==> src/rtl/uart_tx_framer.sv <==
// UART transmitter with internal baud-tick counter, configurable payload width,
// parity mode and stop-bit count; valid/ready upstream, registered serial line.
module uart_tx_framer #(
  parameter int CLKS_PER_BIT = 10416,
  parameter int DATA_BITS    = 8,
  parameter int PARITY       = 0,
  parameter int STOP_BITS    = 1
) (
  input  logic                 Clock_100MHz,
  input  logic                 Reset,
  input  logic [DATA_BITS-1:0] TX_data,
  input  logic                 TX_valid,
  output logic                 TX_ready,
  output logic                 TXD,
  output logic                 TX_busy,
  output logic                 TX_done
);

  typedef enum logic [2:0] {
    S_IDLE,
    S_START,
    S_DATA,
    S_PARITY,
    S_STOP
  } state_t;

  localparam logic [15:0] LAST_CNT  = 16'(CLKS_PER_BIT - 1);
  localparam logic [3:0]  LAST_DATA = 4'(DATA_BITS - 1);
  localparam logic [3:0]  LAST_STOP = 4'(STOP_BITS - 1);
  // Mode 3 (and anything else) falls back to no parity.
  localparam logic        HAS_PAR   = (PARITY == 1) || (PARITY == 2);
  localparam logic        ODD_PAR   = (PARITY == 2);

  state_t                 state;
  state_t                 state_next;
  logic [15:0]            baud_cnt;
  logic [3:0]             bit_idx;
  logic [DATA_BITS-1:0]   shift;
  logic                   par_bit;
  logic                   bit_tick;
  logic                   handshake;
  logic                   line_next;
  logic                   done_next;
  logic                   txd_r;
  logic                   done_r;

  assign bit_tick  = (baud_cnt == LAST_CNT);
  assign TX_ready  = (state == S_IDLE);
  assign TX_busy   = (state != S_IDLE);
  assign handshake = TX_valid && TX_ready;
  assign TXD       = txd_r;
  assign TX_done   = done_r;

  always_ff @(posedge Clock_100MHz) begin
    if (Reset) begin
      state <= S_IDLE;
    end else begin
      state <= state_next;
    end
  end

  always_comb begin
    state_next = state;
    case (state)
      S_IDLE:   if (TX_valid) state_next = S_START;
      S_START:  if (bit_tick) state_next = S_DATA;
      S_DATA: begin
        if (bit_tick && (bit_idx == LAST_DATA)) begin
          state_next = HAS_PAR ? S_PARITY : S_STOP;
        end
      end
      S_PARITY: if (bit_tick) state_next = S_STOP;
      S_STOP:   if (bit_tick && (bit_idx == LAST_STOP)) state_next = S_IDLE;
      default:  state_next = S_IDLE;
    endcase
  end

  // Line level for the state in force this cycle; it reaches TXD one edge later,
  // which is what puts the start bit on the edge after the handshake.
  always_comb begin
    line_next = 1'b1;
    done_next = 1'b0;
    case (state)
      S_START:  line_next = 1'b0;
      S_DATA:   line_next = shift[0];
      S_PARITY: line_next = par_bit;
      S_STOP:   done_next = bit_tick && (bit_idx == LAST_STOP);
      default:  line_next = 1'b1;
    endcase
  end

  always_ff @(posedge Clock_100MHz) begin
    if (Reset) begin
      baud_cnt <= '0;
      bit_idx  <= '0;
      shift    <= '0;
      par_bit  <= 1'b0;
      txd_r    <= 1'b1;
      done_r   <= 1'b0;
    end else begin
      txd_r  <= line_next;
      done_r <= done_next;

      if ((state == S_IDLE) || bit_tick) begin
        baud_cnt <= '0;
      end else begin
        baud_cnt <= baud_cnt + 16'd1;
      end

      if (state_next != state) begin
        bit_idx <= '0;
      end else if (bit_tick && ((state == S_DATA) || (state == S_STOP))) begin
        bit_idx <= bit_idx + 4'd1;
      end

      if (handshake) begin
        shift   <= TX_data;
        par_bit <= (^TX_data) ^ ODD_PAR;
      end else if ((state == S_DATA) && bit_tick) begin
        shift <= shift >> 1;
      end
    end
  end

endmodule

==> config.mk <==
export PLATFORM = sky130hd
export DESIGN_NAME = uart_tx_framer
export DESIGN_NICKNAME = d
export VERILOG_FILES = /design/src/rtl/uart_tx_framer.sv
export SDC_FILE = /design/constraint.sdc
export NUM_CORES = 1
export LEC_CHECK = 0
export ABC_CLOCK_PERIOD_IN_PS = 1700
export CAP_MARGIN = 40
export CORE_MARGIN = 4
export CORE_UTILIZATION = 48
export DETAILED_ROUTE_END_ITERATION = 12
export HOLD_SLACK_MARGIN = 0.05
export PLACE_DENSITY = 0.71
export SYNTH_ARGS = -nofsm -noshare
export SYNTH_HDL_FRONTEND = slang
export SYNTH_SLANG_ARGS = --single-unit
==> constraint.sdc <==
create_clock -name Clock_100MHz -period 1.7 [get_ports Clock_100MHz]
set_clock_uncertainty 0.15 [all_clocks]
set_input_delay 0.255 -clock Clock_100MHz [delete_from_list [all_inputs] [get_ports Clock_100MHz]]
set_output_delay 0.255 -clock Clock_100MHz [all_outputs]
set_load 0.005 [all_outputs]
==> results of run 1 <==
## worst min path at each step
stage	end	cells after the start	startpoint
2_1_floorplan	shift[7]	2	TX_data[7]
3_3_place_gp	baud_cnt[0]	1	baud_cnt[0]
3_5_place_dp	baud_cnt[0]	1	baud_cnt[0]
4_1_cts	baud_cnt[0]	1	baud_cnt[0]
5_1_grt	shift[2]	2	shift[3]
6_report	shift[2]	2	shift[3]
## kinds of logic after synthesis
| kind of cell | Yosys count | synth area share (%) |
|---|---|---|
| flip-flops | 34 | 39.6 |
| adder cells (fa/ha/maj) | 3 | 2.18 |
| AO/OA/AOI/OAI | 47 | 15.8 |
| XOR/XNOR | 19 | 9.68 |
| buffers and inverters | 17 | 4.73 |
| AND/OR/NAND/NOR | 78 | 28.0 |
## placed cells by master, fill, tap and decap left out, types with 7 or more instances in the layout
cell type        Yosys  final
a21oi_1             12     10
buf_4                1     29
clkdlybuf4s50_1      0     12
dfxtp_1             34     25
nand2_1              9      8
nand3_1             16      9
nand3_2              0      7
nor2_1              17     17
o21ai_0             19     12
o21ai_1              0      7
xnor2_1             12     12
## worst max-delay path: stages, from the launching register on
cell	delay, ns
dfxtp_4	0.41
xor2_2	0.14
or2b_1	0.29
or4_1	0.52
a21oi_1	0.15
## sequential cells by signal (all words and copies together), names as in the netlist
| register | count |
|---|---|
| baud_cnt | 16 |
| shift | 8 |
| bit_idx | 4 |
| state | 3 |
| TXD | 1 |
| TX_done | 1 |
| par_bit | 1 |
## synth_stat cells, drive strengths merged, types with 2 or more instances
cell type / count
dfxtp: 34
o21ai: 19
nor2: 17
nand3: 16
a21oi: 12
xnor2: 12
nand2: 9
inv: 7
xor2: 7
a31oi: 6
buf: 5
clkbuf: 5
nand4: 5
nor3: 4
and3: 3
ha: 3
nor2b: 3
nor3b: 3
o31ai: 3
or3: 3
or4: 3
a211oi: 2
a311oi: 2
and4b: 2
nand3b: 2
## per-stage QoR
stage | cells | setup WS, ns | power, mW | instance area [um^2]
final | 289 | -0.0240 | 1.46 | 2380
after floorplan | 198 | 0.0157 | 0.937 | 1730
after global routing | 289 | -0.0989 | 1.52 | 2380
after detailed placement | 271 | -0.0452 | 1.01 | 2060
after global placement | 271 | -0.0276 | 1.01 | 2060
after CTS | 283 | -0.00261 | 1.42 | 2170
## layout make-up
| cell class | instances | area (um^2) | share of cell area [%] |
|---|---|---|---|
| multi-input cells | 147 | 1110 | 46.6 |
| inverters | 7 | 26.3 | 1.11 |
| clock buffers | 5 | 37.5 | 1.58 |
| well taps | 46 | 57.6 | 2.42 |
| clock inverters | 2 | 10.0 | 0.421 |
| repair buffers | 48 | 434 | 18.3 |
| flip-flops and latches | 34 | 704 | 29.6 |
## routing by layer
| layer | vias to the layer above | track usage (%) |
|---|---|---|
| li1 | 803 | - |
| met1 | 818 | 20.0 |
| met2 | 43 | 36.1 |
| met3 | 11 | 4.60 |
| met4 | 0 | 8.44 |
| met5 | - | 0 |
## power breakdown
| part | switching [mW] | leakage (nW) | internal (mW) |
|---|---|---|---|
| sequential | 0.0166 | 0.282 | 0.815 |
| clock | 0.270 | 0.0308 | 0.149 |
| combinational | 0.0958 | 0.519 | 0.112 |
## repair_timing
item	CTS	global route
setup buffers	5	6
endpoints found under the setup margin	10	32
gates cloned	0	1
gates resized for setup	14	42
pin swaps	6	17
==> out/qor.txt, run 1 <==
R2R depth = 4
worst-margin pin slew = 0.366 ns
Worst Slack Setup Final = -0.0240 ns
global placer's final weighted congestion = 0.804
Crit Path Class = flip-flop to flip-flop
layout cell share with drive strength beyond 1 = 34.2%
Met1 Wirelength = 1.84 mm
status = finished with violations
failing checks = setup timing
DRT Wirelength = 4.44 mm
hpwl dp = 2.78 mm
clock root buffer = clkbuf_4
Final Slew Violations = 0
final setup TNS = -0.0255 ns
Sink Count = 34
initial antenna violation count = 0
utilization of the core after routing = 70.1%
die height = 67.8 um
port bufs = 14
EDFF count, synth = 0
top post-synthesis cells by area = dfxtp_1 40%, xnor2_1 6.1%, o21ai_0 5.5%, nand3_1 4.7%, nor2_1 3.7%
Vias = 1675
critical path arrival = 1.86 ns
final-report setup violation count = 2
CTS tree = done
startpoint types = flip-flop
f_max = 580 MHz
starting density of the core = 50.7%
Worst-path clk slew = 0.11 ns
grt ovf = 0
PwrDens = 613 nW/um^2
Post-CTS Hold Buffers = 0
worst skew pair latency = 0.34 ns
max_slew headroom = 75.4%
vias in the first global route = 1631
Synth warnings = 0
worst IR drop on VDD = 0.000429 V
cell leakage power = 0.832 nW
largest net degree at the start of global routing = 17
MaxCap Viol Count = 0
Final Hold Fails = 0
reg-to-reg startpoint = state[1]
first-pass GRT wire length = 6.76 mm
Final Cycle Share = 101%
CP endpoint kind = flip-flop
Total GRT Usage = 19.2%
Crit Path Max Fanout = 5
DR DRC count = 0
Yosys cell types = 42
CP startpoint = state[1]
clock buffer depth = 2
TritonRoute pass-1 iters = 4
starting DRC count in detailed routing = 85
Die Footprint = 4600 um^2
Hold Slack = 0.331 ns
Antenna Nets Post-Route = 0
Critical path destination = bit_idx[3]
total CTS buffers = 5
Syn Area/Cell = 8.68 um^2
reg-to-reg slack, setup = -0.02 ns
number of fill cells in the layout = 241
RSZ-0062 raised after global routing = true
core area = 3390 um^2
H-tree depth = 2
met2 WL = 2.29 mm
post-synth top area share = 39.6%
Top Metal Used = met4
post-synth top area cell = dfxtp_1
R2R Path End = bit_idx[3]
DR WL/cell = 15.4 um
Post-synth top flop = dfxtp_1
Syn-to-layout area delta = 38.2%
register bit total from synthesis = 34
hold crit path type = flip-flop to flip-flop
WP data required = 1.84 ns
Die X = 67.8 um
async set-reset flop share out of synthesis = 0%
Post-Synthesis Net Count = 212
site row count = 21
post-route minimum period = 1.72 ns
I/O pins = 15
routed vias/inst = 5.80
Antenna Cells = 0
Post-Syn Area = 1720 um^2
cells after synthesis = 198
met3 routed WL = 208 um
Nets = 257
register area share after synthesis = 39.6%
Power figures use the tool's default switching activity.
==> run 2: changes to the inputs <==
--- a/config.mk
+++ b/config.mk
@@ -12,6 +12,7 @@
 export DETAILED_ROUTE_END_ITERATION = 12
 export HOLD_SLACK_MARGIN = 0.05
 export PLACE_DENSITY = 0.71
+export REMOVE_ABC_BUFFERS = 1
 export SYNTH_ARGS = -nofsm -noshare
 export SYNTH_HDL_FRONTEND = slang
 export SYNTH_SLANG_ARGS = --single-unit
==> out/qor.txt, run 2 (same netlist as run 1, synthesis figures left out) <==
status = finished with violations (unchanged)
failing checks = setup timing (unchanged)
CTS tree = done (unchanged)
DR DRC count = 0 (unchanged)
worst skew pair latency = 0.34 ns (about the same)
grt ovf = 0 (unchanged)
RSZ-0062 raised after global routing = true (unchanged)
CP endpoint kind = flip-flop (unchanged)
Sink Count = 34 (unchanged)
critical path arrival = 1.86 ns (about the same)
PwrDens = 628 nW/um^2 (was 613 nW/um^2)
Final Hold Fails = 0 (unchanged)
largest net degree at the start of global routing = 17 (unchanged)
Final Cycle Share = 102% (was 101%)
routed vias/inst = 5.54 (was 5.80)
Post-Layout Cell Count = 296 (was 289)
site row count = 21 (unchanged)
utilization of the core after routing = 69.3% (was 70.1%)
Post-CTS Hold Buffers = 0 (unchanged)
placed cell count = 281 (was 271)
Nets = 263 (was 257)
clock root buffer = clkbuf_4 (unchanged)
Biggest register = baud_cnt (unchanged)
Worst Slack Setup Final = -0.0272 ns (was -0.0240 ns)
placed cell areas = 2120 um^2 (was 2060 um^2)
max_slew headroom = 79.4% (was 75.4%)
hold crit path type = flip-flop to flip-flop (unchanged)
die height = 67.8 um (unchanged)
Crit Path Class = flip-flop to flip-flop (unchanged)
met1 Resource Use GR = 22.9% (was 20.0%)
f_max = 579 MHz (was 580 MHz)
global placer's final weighted congestion = 0.854 (was 0.804)
Worst-path clk slew = 0.10 ns (was 0.11 ns)
final-report setup violation count = 2 (unchanged)
layout cell share with drive strength beyond 1 = 32.4% (was 34.2%)
sequential power share = 56.4% (was 57.0%)
most common cell after layout, fill and taps aside = buf_4 (unchanged)
gr busiest metal = met2 (unchanged)
Total GRT Usage = 19.8% (was 19.2%)
worst IR drop on VDD = 0.000599 V (was 0.000429 V)
startpoint types = flip-flop (unchanged)
first-pass GRT wire length = 6.87 mm (was 6.76 mm)
worst-margin pin slew = 0.306 ns (was 0.366 ns)
Antenna Cells = 0 (unchanged)
most frequent cells in the layout = 35 x buf_4, 25 x dfxtp_1, 18 x o21ai_0 (was 29 x buf_4, 25 x dfxtp_1, 17 x nor2_1)
H-tree depth = 2 (unchanged)
Clock Power Share = 31.6% (was 28.7%)
Syn-to-layout area delta = 36.6% (was 38.2%)
vias in the first global route = 1591 (was 1631)
DRT Wirelength = 4.09 mm (was 4.44 mm)
Vias = 1640 (was 1675)
post-route minimum period = 1.73 ns (was 1.72 ns)
Die X = 67.8 um (unchanged)
hpwl dp = 2.83 mm (was 2.78 mm)
part of the power in combinational logic = 12.0% (was 14.3%)
Crit Path Max Fanout = 4 (was 5)
met2 global-route usage = 34.8% (was 36.1%)
number of fill cells in the layout = 269 (was 241)
max FFs per register = 16 (unchanged)
Final Slew Violations = 0 (unchanged)
clock buffer depth = 2 (unchanged)
initial antenna violation count = 0 (unchanged)
starting density of the core = 50.7% (unchanged)
Antenna Nets Post-Route = 0 (unchanged)
Top Registers = baud_cnt x16, shift x8, bit_idx x4 (unchanged)
Final Total Pwr = 1.48 mW (was 1.46 mW)
Die Footprint = 4600 um^2 (unchanged)
fin area = 2350 um^2 (was 2380 um^2)
Switching Share = 24.5% (was 26.2%)
DR WL/cell = 13.8 um (was 15.4 um)
TritonRoute pass-1 iters = 4 (unchanged)
Power Internal = 1.11 mW (was 1.08 mW)
Net Sw Power = 362 uW (was 382 uW)
total CTS buffers = 5 (unchanged)
port bufs = 14 (unchanged)
met3 Usage GRT = 6.40% (was 4.60%)
I/O pins = 15 (unchanged)
WP data required = 1.83 ns (was 1.84 ns)
starting DRC count in detailed routing = 107 (was 85)
core area = 3390 um^2 (unchanged)
cell leakage power = 0.847 nW (was 0.832 nW)
MaxCap Viol Count = 0 (unchanged)
## run 2: cell types whose count changed in the layout (fill, tap and decap cells not counted), sizes merged
| cell | delta |
|---|---|
| clkinv | -1 |
| clkbuf | +2 |
| buf | +6 |
## run 2: final timing paths
path	startpoint	endpoint	slack (ns)	cells after the start
max reg2reg	baud_cnt[12]	bit_idx[3]	-0.03	4
max	baud_cnt[12]	bit_idx[3]	-0.03	4
min	shift[3]	shift[2]	0.34	2
min reg2reg	shift[3]	shift[2]	0.34	2
## run 2: repair_timing
| action | in CTS | in global routing |
|---|---|---|
| setup endpoints to repair | 25 | 32 |
| pin swaps | 6 | 7 |
| buffers inserted | 5 | 2 |
| gates resized for setup | 18 | 21 |
## run 2: stage by stage
| step | setup slack, ns | hold slack [ns] | setup TNS, ns |
|---|---|---|---|
| 2_1_floorplan | -0.180 | 0.174 | -0.807 |
| 3_3_place_gp | -0.0223 | 0.324 | -0.0223 |
| 3_5_place_dp | -0.0775 | 0.327 | -0.171 |
| 4_1_cts | -0.00295 | 0.341 | -0.00295 |
| 5_1_grt | -0.117 | 0.359 | -0.574 |
| 6_report | -0.0272 | 0.337 | -0.0517 |
## run 2: layout make-up
| type | instances | area, um^2 | area share [%] |
|---|---|---|---|
| sequential | 34 | 697 | 29.7 |
| inverter | 7 | 26.3 | 1.12 |
| tap | 46 | 57.6 | 2.45 |
| clock buffer | 7 | 55.1 | 2.34 |
| multi-input combinational | 147 | 1050 | 44.5 |
| clock inverter | 1 | 5.00 | 0.213 |
| timing repair buffer | 54 | 462 | 19.7 |
## run 2: power by group through the flow
stage                     Combinational (mW)  Sequential (mW)  Clock, mW
after floorplan                       0.0785            0.852          0
final                                  0.176            0.832      0.467
after global routing                   0.192            0.835      0.515
after global placement                 0.161            0.851          0
after detailed placement               0.164            0.852          0
after CTS                              0.172            0.831      0.474
## run 2: metal layers
| layer | part of all wire (%) | routed length, um | vias to the layer above |
|---|---|---|---|
| li1 | - | - | 812 |
| met1 | 42 | 1730 | 792 |
| met2 | 53 | 2170 | 27 |
| met3 | 3.1 | 126 | 9 |
| met4 | 1.7 | 70 | 0 |
| met5 | 0 | 0 | - |
## run 2: worst max-delay path, stage by stage (launching register included)
cell      delay (ns)
dfxtp_2         0.35
nor4b_4         0.33
nand4b_4        0.16
or4_4           0.54
a21oi_2         0.14
==> run 3: changes to the inputs <==
--- a/config.mk
+++ b/config.mk
@@ -5,7 +5,7 @@
 export SDC_FILE = /design/constraint.sdc
 export NUM_CORES = 1
 export LEC_CHECK = 0
-export ABC_CLOCK_PERIOD_IN_PS = 1700
+export ABC_CLOCK_PERIOD_IN_PS = 1500
 export CAP_MARGIN = 40
 export CORE_MARGIN = 4
 export CORE_UTILIZATION = 48
==> constraint.sdc (replaced) <==
create_clock -name Clock_100MHz -period 1.5 [get_ports Clock_100MHz]
set_clock_uncertainty 0.15 [all_clocks]
set_input_delay 0.225 -clock Clock_100MHz [delete_from_list [all_inputs] [get_ports Clock_100MHz]]
set_output_delay 0.225 -clock Clock_100MHz [all_outputs]
set_load 0.005 [all_outputs]
==> out/qor.txt, run 3 (same netlist as run 1, synthesis figures left out) <==
reg-to-reg startpoint = baud_cnt[10] (was baud_cnt[12])
Worst Slack Setup Final = -0.253 ns (was -0.0272 ns)
failing checks = setup timing (unchanged)
WHS Path Cells = 2 (unchanged)
Biggest register = baud_cnt (unchanged)
global placer's final weighted congestion = 0.837 (was 0.854)
post-route minimum period = 1.75 ns (was 1.73 ns)
total CTS buffers = 5 (unchanged)
Final Total Pwr = 2.04 mW (was 1.48 mW)
vias in the first global route = 1741 (was 1591)
Hold Path Sink = shift[1] (was shift[2])
R2R Path End = baud_cnt[15] (was bit_idx[3])
Worst-path clk slew = 0.11 ns (was 0.10 ns)
port bufs = 14 (unchanged)
initial antenna violation count = 0 (unchanged)
I/O pins = 15 (unchanged)
startpoint types = flip-flop (unchanged)
cell leakage power = 0.989 nW (was 0.847 nW)
H-tree depth = 2 (unchanged)
Final Cycle Share = 117% (was 102%)
Final Slew Violations = 0 (unchanged)
worst-margin pin slew = 0.314 ns (was 0.306 ns)
die height = 67.8 um (unchanged)
largest net degree at the start of global routing = 17 (unchanged)
Nets = 279 (was 263)
routed vias/inst = 5.56 (was 5.54)
most frequent cells in the layout = 47 x buf_4, 23 x dfxtp_1, 17 x nor2_1 (was 35 x buf_4, 25 x dfxtp_1, 18 x o21ai_0)
final-report setup violation count = 32 (was 2)
Vias = 1735 (was 1640)
Setup WS pre-CTS = -0.264 ns (was -0.0775 ns)
max_slew headroom = 78.9% (was 79.4%)
CP endpoint kind = flip-flop (unchanged)
worst skew pair latency = 0.34 ns (about the same)
WP data required = 1.63 ns (was 1.83 ns)
core area = 3390 um^2 (unchanged)
max FFs per register = 16 (unchanged)
hold crit path type = flip-flop to flip-flop (unchanged)
layout cell share with drive strength beyond 1 = 46.6% (was 32.4%)
grt ovf = 0 (unchanged)
Top Registers = baud_cnt x16, shift x8, bit_idx x4 (unchanged)
critical path arrival = 1.88 ns (was 1.86 ns)
Sink Count = 34 (unchanged)
clock buffer depth = 2 (unchanged)
placed cell count = 296 (was 281)
clock root buffer = clkbuf_4 (unchanged)
starting density of the core = 50.7% (unchanged)
MaxCap Viol Count = 0 (unchanged)
RSZ-0062 raised after global routing = true (unchanged)
Die X = 67.8 um (unchanged)
Final Hold Fails = 0 (unchanged)
Post-Layout Cell Count = 312 (was 296)
Crit Path Max Fanout = 3 (was 4)
Total GRT Usage = 21.7% (was 19.8%)
TritonRoute pass-1 iters = 4 (unchanged)
f_max = 570 MHz (was 579 MHz)
Antenna Nets Post-Route = 0 (unchanged)
CTS tree = done (unchanged)
R2R depth = 7 (was 4)
reg-to-reg slack, setup = -0.25 ns (was -0.03 ns)
first-pass GRT wire length = 7.54 mm (was 6.87 mm)
status = finished with violations (unchanged)
worst hold path startpoint = shift[2] (was shift[3])
PwrDens = 771 nW/um^2 (was 628 nW/um^2)
starting DRC count in detailed routing = 126 (was 107)
DR WL/cell = 15.2 um (was 13.8 um)
Antenna Cells = 0 (unchanged)
worst IR drop on VDD = 0.000896 V (was 0.000599 V)
site row count = 21 (unchanged)
Syn-to-layout area delta = 54.0% (was 36.6%)
hpwl dp = 3.06 mm (was 2.83 mm)
DRT Wirelength = 4.73 mm (was 4.09 mm)
Die Footprint = 4600 um^2 (unchanged)
Crit Path Class = flip-flop to flip-flop (unchanged)
DR DRC count = 0 (unchanged)
most common cell after layout, fill and taps aside = buf_4 (unchanged)
[run 3: cell types whose count changed in the layout (fill, tap and decap cells not counted), sizes merged]
cell and change:
bufinv +2, clkdlybuf4s50 -2, buf +18, clkbuf -2
dlygate4sd2 +1, clkinv -1
[run 3: cell type report]
| cell class | count | area, um^2 |
|---|---|---|
| clock buffers | 6 | 51.3 |
| clock inverters | 2 | 60.1 |
| multi-input cells | 147 | 1160 |
| flip-flops and latches | 34 | 697 |
| well taps | 46 | 57.6 |
| inverters | 7 | 26.3 |
| fillers | 222 | 742 |
| repair buffers | 70 | 597 |
[run 3: critical path, cell delays in order (launching register included)]
cell and delay (ns):
dfxtp_2 0.37, buf_4 0.12, buf_6 0.09, and3_4 0.17, nand4_1 0.12, buf_4 0.18
or3_4 0.36, a21oi_2 0.13
[run 3: power breakdown]
part           switching (mW)  internal (mW)  leakage, nW  total [mW]
Clock                   0.311          0.565       0.0585       0.876
Combinational           0.103          0.114        0.649       0.216
Sequential             0.0197          0.929        0.282       0.949
[run 3: per-stage QoR]
stage | setup TNS [ns] | hold slack [ns] | utilization (%) | instance area (um^2)
finish | -4.37 | 0.351 | 78.1 | 2650
global route | -6.04 | 0.368 | 78.1 | 2650
CTS | -3.89 | 0.337 | 73.5 | 2490
detailed placement | -5.86 | 0.323 | 65.9 | 2230
global placement | -4.64 | 0.321 | 65.9 | 2230
floorplan | -5.96 | 0.144 | - | 1660
[run 3: how the worst max path moves through the flow]
stage          slack [ns]            to         start
2_1_floorplan       -0.38    bit_idx[3]   baud_cnt[0]
3_3_place_gp        -0.22    bit_idx[3]   baud_cnt[1]
3_5_place_dp        -0.26    bit_idx[3]   baud_cnt[1]
4_1_cts             -0.22    bit_idx[3]  baud_cnt[10]
5_1_grt             -0.30  baud_cnt[15]  baud_cnt[10]
6_report            -0.25  baud_cnt[15]  baud_cnt[10]
[run 3: per-layer routing]
metal | routed length (um) | GRT usage [%] | vias up
met4 | 46 | 9.18 | 0
li1 | - | - | 853
met3 | 117 | 4.27 | 6
met5 | 0 | 0 | -
met1 | 1920 | 24.2 | 849
met2 | 2650 | 39.7 | 27
[run 3: repair_timing]
action / 4_1_cts / 5_1_grt
hold buffers: 0 / 0
gates resized for setup: 47 / 33
buffers inserted: 4 / 5
setup endpoints to repair: 36 / 34
pin swaps: 31 / 17
